### src/rtl/mmio_console_pkg.sv
// Shared register-map constants and decode types for the MMIO byte console.
package mmio_console_pkg;

    localparam logic [1:0] CONSOLE_OFF_TXDATA = 2'd0;
    localparam logic [1:0] CONSOLE_OFF_STATUS = 2'd1;
    localparam logic [1:0] CONSOLE_OFF_RXDATA = 2'd2;
    localparam logic [1:0] CONSOLE_OFF_CTRL   = 2'd3;

    localparam int STATUS_FULL_BIT     = 0;
    localparam int STATUS_EMPTY_BIT    = 1;
    localparam int STATUS_OVERFLOW_BIT = 2;
    localparam int STATUS_RX_FULL_BIT  = 3;
    localparam int STATUS_COUNT_LSB    = 8;

    typedef enum logic [1:0] {
        REG_TXDATA = CONSOLE_OFF_TXDATA,
        REG_STATUS = CONSOLE_OFF_STATUS,
        REG_RXDATA = CONSOLE_OFF_RXDATA,
        REG_CTRL   = CONSOLE_OFF_CTRL
    } console_reg_e;

endpackage

### src/rtl/mmio_console_if.sv
// Core data-bus port plus the TX/RX byte streams toward the Pocket bridge.
interface mmio_console_if;
    logic [31:0] bus_addr;
    logic [31:0] bus_wdata;
    logic        bus_we;
    logic        bus_re;
    logic        bus_hit;
    logic [31:0] bus_rdata;
    logic        tx_valid;
    logic        tx_ready;
    logic [7:0]  tx_data;
    logic        rx_valid;
    logic        rx_ready;
    logic [7:0]  rx_data;

    modport slave (
        input  bus_addr, bus_wdata, bus_we, bus_re, tx_ready, rx_valid, rx_data,
        output bus_hit, bus_rdata, tx_valid, tx_data, rx_ready
    );

    modport master (
        output bus_addr, bus_wdata, bus_we, bus_re, tx_ready, rx_valid, rx_data,
        input  bus_hit, bus_rdata, tx_valid, tx_data, rx_ready
    );
endinterface

### src/rtl/mmio_console_sync_fifo.sv
// Single-clock FIFO; a push into a full FIFO is taken only when a pop frees a slot the same cycle.
module sync_fifo #(
    parameter int WIDTH = 8,
    parameter int DEPTH = 16
) (
    input  logic                   clk,
    input  logic                   reset_n,
    input  logic                   push,
    input  logic [WIDTH-1:0]       push_data,
    input  logic                   pop,
    output logic [WIDTH-1:0]       head,
    output logic                   full,
    output logic                   empty,
    output logic [$clog2(DEPTH):0] count
);
    localparam int PTR_W = $clog2(DEPTH);
    localparam logic [PTR_W:0] FULL_COUNT = (PTR_W + 1)'(DEPTH);

    logic [WIDTH-1:0] r_mem [DEPTH];
    logic [PTR_W-1:0] r_rd_ptr;
    logic [PTR_W-1:0] r_wr_ptr;
    logic [PTR_W:0]   r_count;
    logic             w_do_push;
    logic             w_do_pop;

    assign full      = (r_count == FULL_COUNT);
    assign empty     = (r_count == '0);
    assign count     = r_count;
    assign w_do_pop  = pop && !empty;
    assign w_do_push = push && (!full || w_do_pop);
    assign head      = empty ? '0 : r_mem[r_rd_ptr];

    // NOTE: storage carries no reset; head is forced to zero while empty, so stale entries never show.
    always_ff @(posedge clk) begin
        if (w_do_push) r_mem[r_wr_ptr] <= push_data;
    end

    // NOTE: sequential state uses non-blocking assignments so every register samples pre-edge values.
    always_ff @(posedge clk or negedge reset_n) begin
        if (!reset_n) begin
            r_rd_ptr <= '0;
            r_wr_ptr <= '0;
            r_count  <= '0;
        end else begin
            if (w_do_push) r_wr_ptr <= r_wr_ptr + 1'b1;
            if (w_do_pop)  r_rd_ptr <= r_rd_ptr + 1'b1;
            case ({w_do_push, w_do_pop})
                2'b10:   r_count <= r_count + 1'b1;
                2'b01:   r_count <= r_count - 1'b1;
                default: r_count <= r_count;
            endcase
        end
    end
endmodule

### src/rtl/mmio_console.sv
// Memory-mapped byte console: 16-byte register window, TX FIFO drain and a one-byte RX holding register.
module mmio_console
    import mmio_console_pkg::*;
#(
    parameter logic [31:0] BASE_ADDR = 32'h1000_0000,
    parameter int          DEPTH     = 16
) (
    input  logic           clk,
    input  logic           reset_n,
    mmio_console_if.slave  bus
);
    localparam int CNT_W = $clog2(DEPTH) + 1;

    logic             w_hit;
    console_reg_e     w_reg;
    logic             w_wr;
    logic             w_rd;
    logic             w_push;
    logic             w_pop;
    logic             w_full;
    logic             w_empty;
    logic [CNT_W-1:0] w_count;
    logic [7:0]       w_head;
    logic [31:0]      w_status;
    logic [31:0]      w_rdata;
    logic             w_rx_pop;
    logic             w_rx_accept;
    logic             w_unused_bits;

    logic             r_overflow;
    logic             r_tx_en;
    logic             r_rx_full;
    logic [7:0]       r_rx_byte;

    assign w_hit  = (bus.bus_addr[31:4] == BASE_ADDR[31:4]);
    assign w_reg  = console_reg_e'(bus.bus_addr[3:2]);
    assign w_wr   = w_hit && bus.bus_we;
    // A store wins over a load in the same cycle: the read still returns data but has no side effect.
    assign w_rd   = w_hit && bus.bus_re && !bus.bus_we;

    assign w_push      = w_wr && (w_reg == REG_TXDATA);
    assign w_pop       = bus.tx_valid && bus.tx_ready;
    assign w_rx_pop    = w_rd && (w_reg == REG_RXDATA) && r_rx_full;
    assign w_rx_accept = bus.rx_valid && !r_rx_full;

    assign w_unused_bits = ^{bus.bus_addr[1:0], bus.bus_wdata[31:8]};

    sync_fifo #(.WIDTH(8), .DEPTH(DEPTH)) u_tx_fifo (
        .clk       (clk),
        .reset_n   (reset_n),
        .push      (w_push),
        .push_data (bus.bus_wdata[7:0]),
        .pop       (w_pop),
        .head      (w_head),
        .full      (w_full),
        .empty     (w_empty),
        .count     (w_count)
    );

    // NOTE: every combinational output gets a default first, so no path through the block infers a latch.
    always_comb begin
        w_status = '0;
        w_status[STATUS_FULL_BIT]                  = w_full;
        w_status[STATUS_EMPTY_BIT]                 = w_empty;
        w_status[STATUS_OVERFLOW_BIT]              = r_overflow;
        w_status[STATUS_RX_FULL_BIT]               = r_rx_full;
        w_status[STATUS_COUNT_LSB +: CNT_W]        = w_count;
    end

    always_comb begin
        w_rdata = '0;
        if (w_hit) begin
            case (w_reg)
                REG_STATUS: w_rdata = w_status;
                REG_RXDATA: w_rdata = {23'b0, r_rx_full, r_rx_byte};
                REG_CTRL:   w_rdata = {31'b0, r_tx_en};
                default:    w_rdata = '0;
            endcase
        end
    end

    always_ff @(posedge clk or negedge reset_n) begin
        if (!reset_n) begin
            r_overflow <= 1'b0;
            r_tx_en    <= 1'b1;
            r_rx_full  <= 1'b0;
            r_rx_byte  <= '0;
        end else begin
            // Overflow is sticky: set by a dropped push, cleared only by a STATUS write with bit 2.
            if (w_push && w_full && !w_pop)
                r_overflow <= 1'b1;
            else if (w_wr && (w_reg == REG_STATUS) && bus.bus_wdata[STATUS_OVERFLOW_BIT])
                r_overflow <= 1'b0;

            if (w_wr && (w_reg == REG_CTRL)) r_tx_en <= bus.bus_wdata[0];

            if (w_rx_accept) begin
                r_rx_byte <= bus.rx_data;
                r_rx_full <= 1'b1;
            end else if (w_rx_pop) begin
                r_rx_full <= 1'b0;
            end
        end
    end

    assign bus.bus_hit   = w_hit;
    assign bus.bus_rdata = w_rdata;
    assign bus.tx_valid  = !w_empty && r_tx_en;
    assign bus.tx_data   = w_head;
    assign bus.rx_ready  = !r_rx_full;
endmodule

### src/flat_wrapper.sv
// flat-port wrapper written by rule: the top's interface ports become plain ports
module mmio_console_flat import mmio_console_pkg::*;
#(
    parameter logic [31:0] BASE_ADDR = 32'h1000_0000,
    parameter int          DEPTH     = 16
)
  (clk, reset_n, bus_bus_addr, bus_bus_wdata, bus_bus_we, bus_bus_re, bus_tx_ready, bus_rx_valid, bus_rx_data, bus_bus_hit, bus_bus_rdata, bus_tx_valid, bus_tx_data, bus_rx_ready);
  mmio_console_if bus_i ();
  input  logic clk;
  input  logic reset_n;
  input wire logic [$bits(bus_i.bus_addr)-1:0] bus_bus_addr;
  input wire logic [$bits(bus_i.bus_wdata)-1:0] bus_bus_wdata;
  input wire logic [$bits(bus_i.bus_we)-1:0] bus_bus_we;
  input wire logic [$bits(bus_i.bus_re)-1:0] bus_bus_re;
  input wire logic [$bits(bus_i.tx_ready)-1:0] bus_tx_ready;
  input wire logic [$bits(bus_i.rx_valid)-1:0] bus_rx_valid;
  input wire logic [$bits(bus_i.rx_data)-1:0] bus_rx_data;
  output wire logic [$bits(bus_i.bus_hit)-1:0] bus_bus_hit;
  output wire logic [$bits(bus_i.bus_rdata)-1:0] bus_bus_rdata;
  output wire logic [$bits(bus_i.tx_valid)-1:0] bus_tx_valid;
  output wire logic [$bits(bus_i.tx_data)-1:0] bus_tx_data;
  output wire logic [$bits(bus_i.rx_ready)-1:0] bus_rx_ready;
  assign bus_i.bus_addr = bus_bus_addr;
  assign bus_i.bus_wdata = bus_bus_wdata;
  assign bus_i.bus_we = bus_bus_we;
  assign bus_i.bus_re = bus_bus_re;
  assign bus_i.tx_ready = bus_tx_ready;
  assign bus_i.rx_valid = bus_rx_valid;
  assign bus_i.rx_data = bus_rx_data;
  assign bus_bus_hit = bus_i.bus_hit;
  assign bus_bus_rdata = bus_i.bus_rdata;
  assign bus_tx_valid = bus_i.tx_valid;
  assign bus_tx_data = bus_i.tx_data;
  assign bus_rx_ready = bus_i.rx_ready;
  mmio_console #(.BASE_ADDR(BASE_ADDR), .DEPTH(DEPTH)) u_core (.clk(clk), .reset_n(reset_n), .bus(bus_i));
endmodule
### config.mk
export PLATFORM = sky130hd
export DESIGN_NAME = mmio_console_flat
export DESIGN_NICKNAME = d
export VERILOG_FILES = /design/src/rtl/mmio_console_pkg.sv /design/src/rtl/mmio_console_if.sv /design/src/rtl/mmio_console_sync_fifo.sv /design/src/rtl/mmio_console.sv /design/src/flat_wrapper.sv
export SDC_FILE = /design/constraint.sdc
export NUM_CORES = 1
export LEC_CHECK = 0
export CAP_MARGIN = 10
export CORE_MARGIN = 3
export CORE_UTILIZATION = 36
export DETAILED_ROUTE_END_ITERATION = 16
export HOLD_SLACK_MARGIN = 0.02
export PLACE_DENSITY = 0.66
export SYNTH_ARGS = -nofsm -noshare
export SYNTH_HDL_FRONTEND = slang
export SYNTH_HIERARCHICAL = 1
export SYNTH_SLANG_ARGS = --single-unit
### constraint.sdc
create_clock -name clk -period 4.4 [get_ports clk]
set_input_delay 1.1 -clock clk [delete_from_list [all_inputs] [get_ports clk]]
set_output_delay 1.1 -clock clk [all_outputs]
set_load 0.02 [all_outputs]
== Yosys cells after proc, flatten, opt, wreduce, memory -nomap -nowiden ==
Memory sizes are Yosys's and may differ from the RTL's.
Cells that the tools add are included.

* Flip-flop bits (word level): 24
* Bits in writable memories: 128
* Output and inout port bits: 43
* Memories: 1

{| class="wikitable"
|+ Memories
! name !! depth !! width !! read ports !! clocked after Yosys merged registers in !! wr ports !! line !! text
|-
| u_core.u_tx_fifo.r_mem || 16 || 8 || 1 || 0 || 1 || mmio_console_sync_fifo.sv:19 || <nowiki>logic [WIDTH-1:0] r_mem [DEPTH];</nowiki>
|}

* Add/subtract/negate cells: 4
* Equal/unequal tests: 7
* Multiplexer cells: 10
* Reductions and logical operators: 27

{| class="wikitable"
|+ Operator list
! operator !! count
|-
| 13-bit case mux with 3 select lines || 1
|-
| 32-bit 2-to-1 mux || 1
|-
| 28-bit by 25-bit equality test with 1-bit output (second input constant) || 1
|-
| 1-bit logical AND || 16
|-
| 5-bit case mux with 2 select lines || 1
|-
| 4-bit by 1-bit adder with 4-bit output (second input constant) || 2
|-
| 8-bit 2-to-1 mux || 1
|-
| 2-bit equality test (second input constant) || 3
|-
| 1-bit 2-to-1 mux || 6
|-
| 2-bit nonzero test || 3
|-
| 5-bit by 1-bit adder with 5-bit output (second input constant) || 1
|-
| 5-bit equality test (second input constant) || 1
|-
| 1-bit logical NOT || 5
|-
| 5-bit logical NOT || 1
|-
| 5-bit by 1-bit subtractor with 5-bit output (second input constant) || 1
|-
| 2-bit by 1-bit equality test with 1-bit output (second input constant) || 2
|-
| 2-bit logical NOT || 1
|-
| 1-bit logical OR || 1
|}

== Depth between registers and ports, before layout ==
Gate-level depths: netlist of the first run.

* Depth in word-level cells: 9
* Gate-level depth with buffers: 15
* Depth with buffers taken out: 13

== Cells and area by module ==
The synthesis of the first run kept the hierarchy.

{| class="wikitable"
|+ Modules (own cells, without submodules)
! module !! instances !! cells each !! area an instance (um^2) !! seq. area each (um^2)
|-
| sync_fifo || 1 || 302 || 5878.1 || 4169.0
|-
| mmio_console || 1 || 94 || 864.6 || 276.5
|}

== Worst setup path after synthesis of the first run ==
No wires, ideal clock.

* Kind: input -> register
* Start point: input bus_bus_addr[27]
* End point: memory u_core.u_tx_fifo.r_mem[0][0] (enable)
* Library setup time: 0.395 ns
* Arrival time: 3.518 ns
* Data required time: 4.005 ns
* Setup slack: 0.488 ns
* Cell stages on the path: 8
* Buffers on the path: 2
* Cells stage by stage: or4b_4 -> or3_1 -> buf_6 -> inv_4 -> buf_8 -> and3_1 -> o21ai_2 -> nor4_1

* Cells in the longest elaborated chain, start to end: 6

{| class="wikitable"
|+ RTL lines
! what !! line !! text
|-
| start, declared || flat_wrapper.sv:11 || <nowiki>input wire logic [$bits(bus_i.bus_addr)-1:0] bus_bus_addr;</nowiki>
|-
| 28-bit by 25-bit equality test with 1-bit output || mmio_console.sv:35 || <nowiki>assign w_hit = (bus.bus_addr[31:4] == BASE_ADDR[31:4]);</nowiki>
|-
| via bus_bus_hit || flat_wrapper.sv:18 || <nowiki>output wire logic [$bits(bus_i.bus_hit)-1:0] bus_bus_hit;</nowiki>
|-
| 1-bit logical AND || mmio_console.sv:37 || <nowiki>assign w_wr = w_hit && bus.bus_we;</nowiki>
|-
| 1-bit logical AND || mmio_console.sv:41 || <nowiki>assign w_push = w_wr && (w_reg == REG_TXDATA);</nowiki>
|-
| via u_core.w_push || mmio_console.sv:18 || <nowiki>logic w_push;</nowiki>
|-
| 1-bit logical AND || mmio_console_sync_fifo.sv:30 || <nowiki>assign w_do_push = push && (!full || w_do_pop);</nowiki>
|-
| 1-bit 2-to-1 mux || mmio_console_sync_fifo.sv:35 || <nowiki>if (w_do_push) r_mem[r_wr_ptr] <= push_data;</nowiki>
|-
| 1-bit 2-to-1 mux (implied by the code) || mmio_console_sync_fifo.sv:35 ||
|-
| end, declared || mmio_console_sync_fifo.sv:19 ||
|}

The timed path passes the listed nets, and every way through them passes these cells.

== Worst setup path in the final report of the first run ==
* Start point: input bus_bus_addr[12]
* End point: output bus_bus_rdata[12]

* Cells in the longest elaborated chain, start to end: 2

{| class="wikitable"
|+ RTL lines
! what !! line !! text
|-
| 28-bit by 25-bit equality test with 1-bit output || mmio_console.sv:35 ||
|-
| 32-bit 2-to-1 mux || mmio_console.sv:72 || <nowiki>if (w_hit) begin</nowiki>
|-
| end, declared || flat_wrapper.sv:19 || <nowiki>output wire logic [$bits(bus_i.bus_rdata)-1:0] bus_bus_rdata;</nowiki>
|}

Every way passes these cells.

==> results of run 1 <==
## cells by family (layout without fill, tap and decap cells)
kind of cell	count (synthesis)	after routing	share of synthesized area
xor gates and xnor gates	9	9	0.0117
DFF	152	152	0.659
AOI/OAI and AO/OA	36	36	0.0427
and+or+nand+nor	82	82	0.0735
buffers and inverters	52	148	0.0477
other	1	19	0.000556
adders and majority gates	9	9	0.0178
muxes	55	55	0.147
## per-layer routing
layer	GRT usage	part of all wire
met5	0	0.0015
met4	0.0400	0.011
met3	0.0439	0.073
met2	0.238	0.51
met1	0.175	0.41
## flip-flops by register name, summed over array words and instances, names as in the netlist
name	flops
u_core/r_overflow	1
u_core/r_rx_byte	8
u_core/r_rx_full	1
u_core/r_tx_en	1
u_core/u_tx_fifo/count	5
u_core/u_tx_fifo/r_mem	128
u_core/u_tx_fifo/r_rd_ptr	4
u_core/u_tx_fifo/r_wr_ptr	4
## critical path, cell delays in order
cell,delay (ns)
sky130_fd_sc_hd__clkdlybuf4s50_1,0.45
sky130_fd_sc_hd__nor4_2,0.31
sky130_fd_sc_hd__nand4_1,0.19
sky130_fd_sc_hd__or3_1,0.47
sky130_fd_sc_hd__inv_4,0.13
sky130_fd_sc_hd__and3_2,0.18
sky130_fd_sc_hd__dlygate4sd2_1,0.33
## cell type report
cell class,count,area (um2),share of cell area
clock buffer,17,425,0.0503
timing repair buffer,103,1060,0.126
inverter,13,51.3,0.00606
multi-input combinational,210,2050,0.242
tap,229,287,0.0339
sequential,152,4450,0.525
clock inverter,15,140,0.0166
## stage by stage
| stage | hold WS, ns | worst slack, ns | power, W | cells | util |
|---|---|---|---|---|---|
| after detailed placement | 0.501 | -0.264 | 0.00171 | 706 | 0.433 |
| after floorplan | 0.463 | 0.488 | 0.00165 | 414 | - |
| after global routing | 0.526 | 0.0539 | 0.00316 | 739 | 0.465 |
| final | 0.510 | 0.142 | 0.00306 | 739 | 0.465 |
| after CTS | 0.516 | 0.0868 | 0.00308 | 738 | 0.463 |
| after global placement | 0.495 | -0.240 | 0.00170 | 706 | 0.433 |
## power by group
group	leakage (nW)	total [W]	switching, W	internal [W]
Sequential	1.44	0.00157	0.00000445	0.00157
Clock	0.276	0.00138	0.000594	0.000788
Combinational	1.24	0.000104	0.0000507	0.0000532
## worst paths after layout
check                                                            from                               endpoint  depth (start not counted)
worst max-delay path                                 bus_bus_addr[12]                      bus_bus_rdata[12]                          7
worst min-delay path                  u_core/r_rx_byte[7]$_DFFE_PN0P_        u_core/r_rx_byte[7]$_DFFE_PN0P_                          1
worst max register to register  u_core/u_tx_fifo/count[1]$_DFFE_PN0P_  u_core/u_tx_fifo/count[4]$_DFFE_PN0P_                         12
worst min register to register        u_core/r_rx_byte[7]$_DFFE_PN0P_        u_core/r_rx_byte[7]$_DFFE_PN0P_                          1
max in group asynchronous                                     reset_n             u_core/r_tx_en$_DFFE_PN1P_                          2
min in group asynchronous                                     reset_n  u_core/u_tx_fifo/count[0]$_DFFE_PN0P_                          1
## cells in the final DEF, fill, tap and decap left out, types with 11 or more instances in the layout
cell type                         count
sky130_fd_sc_hd__a211oi_1            16
sky130_fd_sc_hd__buf_4               19
sky130_fd_sc_hd__clkbuf_16           17
sky130_fd_sc_hd__clkdlybuf4s50_1     61
sky130_fd_sc_hd__conb_1              19
sky130_fd_sc_hd__dfrtp_1             23
sky130_fd_sc_hd__dlygate4sd2_1       14
sky130_fd_sc_hd__edfxtp_1           128
sky130_fd_sc_hd__inv_1               12
sky130_fd_sc_hd__mux2_2              11
sky130_fd_sc_hd__mux4_2              28
sky130_fd_sc_hd__nor2_1              16
sky130_fd_sc_hd__nor2b_1             12
==> results.txt, run 1 <==
----------------------------------------------------
[Cells and area]
  Post-layout net count ... 584
  Number of filler instances in the final layout ... 1531
  Post-route design area ... 0.00846 mm2
  Growth of design area from synthesis to finish ... 25.5%
  Share of post-route cells with drive strength above 1 ... 0.216
  Antenna diode count ... 0

[Place]
  Global placement routability congestion ... 0.779
  Number of port buffers ... 75
  Sum of net half-perimeters after detailed placement ... 9380 um
  Placed cell area ... 0.00788 mm2

[Worst setup path]
  Flop2flop setup slack ... 1.14 ns
  Worst setup EP type ... primary output
  Worst path arrival time ... 3.16 ns
  Element type at the critical path start ... input port
  Critical path data required time ... 3.30 ns
  Critical path start-end classification ... in -> out
  Maximum net fanout on the critical path ... 11

[Power and ir drop]
  Worst-case vdd ir drop ... 333 uV
  Static Leak ... 2.95 nW
  Total power divided by cell area ... 362 mW/mm2

[Detailed routing]
  Total vias in the final route ... 3776
  Antenna-violating nets left ... 0
  DRC viols ... 0
  Routed Wire Length ... 13500 um
  Drt via density ... 5.11
  Number of DRC markers after the initial detailed-route iteration ... 170
  Length of the first detailed-routing pass in iterations ... 5
  Routed wire per std cell ... 18.3 um

[Logic synthesis]
  Unique cell type count in the Yosys netlist ... 54
  YS warnings ... 6
  Cells taking the most area after synthesis ... sky130_fd_sc_hd__edfxtp_1 (57%), sky130_fd_sc_hd__mux4_2 (9.4%), sky130_fd_sc_hd__dfrtp_1 (8.5%), sky130_fd_sc_hd__buf_4 (2.4%), sky130_fd_sc_hd__mux2_2 (1.8%)
  Number of enable-type register cells in the synthesized netlist ... 128
  Top-area cell type share of the netlist area ... 0.570
  Average cell area after synthesis ... 17.0 um2
  Sequential area share after synthesis ... 0.659
  Cell taking the most area after synthesis ... sky130_fd_sc_hd__edfxtp_1
  Library cell with the highest instance count after synthesis ... sky130_fd_sc_hd__edfxtp_1
  FFs w/ async S/R, synth ... 0.158
  Netlist area before placement ... 0.00674 mm2
  Flip-flop and latch count after synthesis ... 152
  Post-synth top flop ... sky130_fd_sc_hd__edfxtp_1
  Synthesized instance count ... 396
  Commonest cells in the netlist ... sky130_fd_sc_hd__edfxtp_1 (128), sky130_fd_sc_hd__mux4_2 (28), sky130_fd_sc_hd__dfrtp_1 (23)

[GRT]
  Global router's overall resource usage ... 0.141
  Number of global-route vias before repair ... 3955
  Global-route wire length before repair ... 21600 um
  Antenna violations before repair ... 1
  Pin count of the biggest net entering global routing ... 36
  Remaining Overflow, GRT ... 0

[STA]
  TNS Setup ... 0 ns
  Worst clock skew ... 0.0104 ns
  Tightest slew margin relative to the limit ... 0.527
  Period Utilization, post-route ... 0.968
  Final count of pins violating max slew ... 0
  Number of failing hold endpoints at the final stage ... 0
  Actual transition at the worst max-transition pin ... 0.709 ns
  Maximum frequency from static timing analysis ... 0.235 GHz
  RSZ-0062 raised after global routing ... no
  Number of setup violations in the final report ... 0
  Clock period minus final worst setup slack ... 4.26 ns

[Floorplan]
  Area inside the core boundary ... 0.0182 mm2
  Width of the die ... 143 um
  Die area ... 0.0204 mm2
  I/O pin count ... 121
  Effective utilization at floorplan ... 0.370
  Placement row count ... 49
  Height of the die ... 143 um

[Clock network]
  Hold-fix buffers at CTS ... 0
  Post-CTS Setup Inserts ... 0
  Gates resized, CTS repair ... 15
  Root Driver ... sky130_fd_sc_hd__clkbuf_16
  TritonCTS clock tree ... done
  CTS max path bufs ... 2
  Number of H-tree branching levels ... 4
  Clk pin slew, worst setup/hold paths ... 0.06 ns
  Insertion delay of the later-clocked pin in the worst-skew pair ... 0.42 ns
  Clock buffer count from CTS ... 17
  Sinks on the clock net ... 152

[Run]
  Max Cap Viol ... 0

[Worst hold path]
  Hold crit path type ... reg -> reg

[Status]
  Run status ... finished, final reports clean

----------------------------------------------------
No activity file was read; power rests on OpenSTA's default activity.
==> run 2, diff against run 1 <==
==> constraint.sdc (replaced) <==
create_clock -name clk -period 3.92 [get_ports clk]
set_input_delay 0.98 -clock clk [delete_from_list [all_inputs] [get_ports clk]]
set_output_delay 0.98 -clock clk [all_outputs]
set_load 0.02 [all_outputs]
==> run 2 against run 1 <==
Compared with the run above:
- via count is 2.1% higher
- power increased by 12%
- sequential cell count did not move
- cell count is 1.6% higher
- routed wire length grew 3.4%
- critical path depth down 1
- sequential share of layout area decreased by 0.19 points
- cell area increased by 0.40%
- core utilization grew 0.19 points
- critical path type unchanged
- largest power group unchanged
==> results.txt, run 2 (synthesis gave the netlist of run 1 again) <==
----------------------------------------------------
[Status]
  Run status ... finished, final reports clean

[Power and ir drop]
  Static Leak ... 2.99 nW
  Combinational Power Share ... 0.034
  Total power divided by cell area ... 402 mW/mm2
  Worst-case vdd ir drop ... 339 uV
  Sequential share of power ... 0.518
  Switching part of the total ... 0.194
  Clock network fraction of design power ... 0.448
  Cell internal power dissipation ... 0.00275 W
  Switching power of the nets ... 0.000661 W

[Cells and area]
  Most frequent cells in the layout ... sky130_fd_sc_hd__edfxtp_1 (128), sky130_fd_sc_hd__clkdlybuf4s50_1 (59), sky130_fd_sc_hd__buf_4 (34)
  Post-route design area ... 0.00850 mm2
  Growth of design area from synthesis to finish ... 26.0%
  Top reg by flops ... u_core/u_tx_fifo/r_mem
  Number of filler instances in the final layout ... 1543
  Most common cell after layout, fill and taps aside ... sky130_fd_sc_hd__edfxtp_1
  Seq. cell area ... 0.00445 mm2
  Antenna diode count ... 0
  Share of post-route cells with drive strength above 1 ... 0.266
  Core occupancy in the finished layout ... 0.467
  Flip-flop count of the largest register after layout ... 128
  Multi-input gate area ... 0.00206 mm2
  Post-layout net count ... 597

[Floorplan]
  Width of the die ... 143 um
  Height of the die ... 143 um
  I/O pin count ... 121
  Effective utilization at floorplan ... 0.370
  Area inside the core boundary ... 0.0182 mm2
  Die area ... 0.0204 mm2
  Placement row count ... 49

[Detailed routing]
  Routed Wire Length ... 14000 um
  Antenna-violating nets left ... 0
  DRC viols ... 0
  Drt via density ... 5.13
  Routed wire per std cell ... 18.6 um
  Length of the first detailed-routing pass in iterations ... 5
  Total vias in the final route ... 3854
  Number of DRC markers after the initial detailed-route iteration ... 239

[STA]
  Clock period minus final worst setup slack ... 3.85 ns
  Worst clock skew ... 0.0133 ns
  Number of setup violations in the final report ... 0
  Tightest slew margin relative to the limit ... 0.500
  Period Utilization, post-route ... 0.982
  Final count of pins violating max slew ... 0
  RSZ-0062 raised after global routing ... no
  Actual transition at the worst max-transition pin ... 0.750 ns
  Worst path setup slack after routing ... 0.0700 ns
  Number of failing hold endpoints at the final stage ... 0
  Maximum frequency from static timing analysis ... 0.260 GHz

[GRT]
  Global-route wire length before repair ... 21900 um
  Antenna violations before repair ... 0
  Pin count of the biggest net entering global routing ... 36
  Remaining Overflow, GRT ... 0
  Number of global-route vias before repair ... 3973
  Global router's overall resource usage ... 0.142

[Worst setup path]
  Depth of the worst register-to-register path ... 12
  CP cell instances ... clkdlybuf4s50_1 -> or4b_4 -> or3_4 -> buf_4 -> nor2_1 -> buf_2
  Element type at the critical path start ... input port
  Worst path arrival time ... 2.87 ns
  Flop2flop setup slack ... 0.76 ns
  Worst path top cell family by delay ... simple AND/OR/NAND/NOR gates
  Critical path data required time ... 2.94 ns
  Source of the worst register-to-register timing path ... u_core/u_tx_fifo/count[1]$_DFFE_PN0P_
  Critical path start-end classification ... in -> out
  CP Buf/Inv Count ... 3
  R2R Path End ... u_core/u_tx_fifo/count[4]$_DFFE_PN0P_
  CP max stage cell ... sky130_fd_sc_hd__or4b_4
  Largest stage delay, worst path ... 0.54 ns
  Worst setup EP type ... primary output
  Maximum net fanout on the critical path ... 6

[Place]
  Number of port buffers ... 75
  Dpl ws ... -0.491 ns
  Global placement routability congestion ... 0.779
  Placed cell area ... 0.00796 mm2
  Sum of net half-perimeters after detailed placement ... 9670 um

[Clock network]
  Sinks on the clock net ... 152
  Clk pin slew, worst setup/hold paths ... 0.05 ns
  TritonCTS clock tree ... done
  Insertion delay of the later-clocked pin in the worst-skew pair ... 0.41 ns
  Hold-fix buffers at CTS ... 0
  Clock buffer count from CTS ... 17
  Root Driver ... sky130_fd_sc_hd__clkbuf_16
  CTS max path bufs ... 2
  Number of H-tree branching levels ... 4

[Run]
  Max Cap Viol ... 0

[Worst hold path]
  Startpoint of the worst hold path ... u_core/r_rx_byte[5]$_DFFE_PN0P_
  End point of the worst hold path ... u_core/r_rx_byte[5]$_DFFE_PN0P_
  Min-Delay Path Depth ... 1
  Hold crit path type ... reg -> reg

----------------------------------------------------
-- run 2: area by class of cell --
type | instances | area share
flip-flops and latches | 152 | 0.523
multi-input cells | 210 | 0.243
repair buffers | 116 | 0.128
clock buffers | 19 | 0.0510
well taps | 229 | 0.0337
clock inverters | 12 | 0.0149
inverters | 13 | 0.00604
-- run 2: worst max-delay path by stage --
stage / start / end / depth (start not counted)
after floorplan: bus_bus_addr[27] / u_core/u_tx_fifo/r_mem[0][0]$_DFFE_PP_ / 8
final: bus_bus_addr[26] / bus_bus_rdata[2] / 6
after CTS: bus_bus_addr[12] / bus_bus_rdata[2] / 7
after detailed placement: bus_bus_addr[12] / bus_bus_rdata[2] / 7
after global routing: bus_bus_addr[5] / bus_bus_hit / 7
after global placement: bus_bus_addr[12] / bus_bus_rdata[2] / 7
-- run 2: per-layer routing --
| metal | GRT usage | vias up | part of all wire |
|---|---|---|---|
| li1 | - | 1752 | - |
| met1 | 0.189 | 1939 | 0.43 |
| met2 | 0.238 | 153 | 0.49 |
| met3 | 0.0368 | 10 | 0.072 |
| met4 | 0.0300 | 0 | 0.0068 |
| met5 | 0 | - | 0 |
-- run 2: what timing repair did --
action	CTS	global route
setup buffers	2	0
gates cloned	0	0
endpoints found under the setup margin	14	10
resized for setup	57	5
pin swaps	2	1
-- run 2: per-stage QoR --
stage / instances / setup TNS (ns) / total power, W / hold WS (ns)
4_1_cts: 751 / 0 / 0.00345 / 0.512
3_3_place_gp: 718 / -13.35 / 0.00191 / 0.495
3_5_place_dp: 718 / -18.34 / 0.00192 / 0.500
6_report: 751 / 0 / 0.00341 / 0.507
5_1_grt: 751 / 0 / 0.00353 / 0.515
2_1_floorplan: 414 / 0 / 0.00185 / 0.463
-- run 2: power groups by stage --
stage / logic, W / registers [W] / clock network, W
after floorplan: 0.0000469 / 0.00180 / 0
after global placement: 0.000113 / 0.00180 / 0
after detailed placement: 0.000116 / 0.00180 / 0
after CTS: 0.000117 / 0.00177 / 0.00157
after global routing: 0.000126 / 0.00177 / 0.00163
final: 0.000116 / 0.00177 / 0.00153
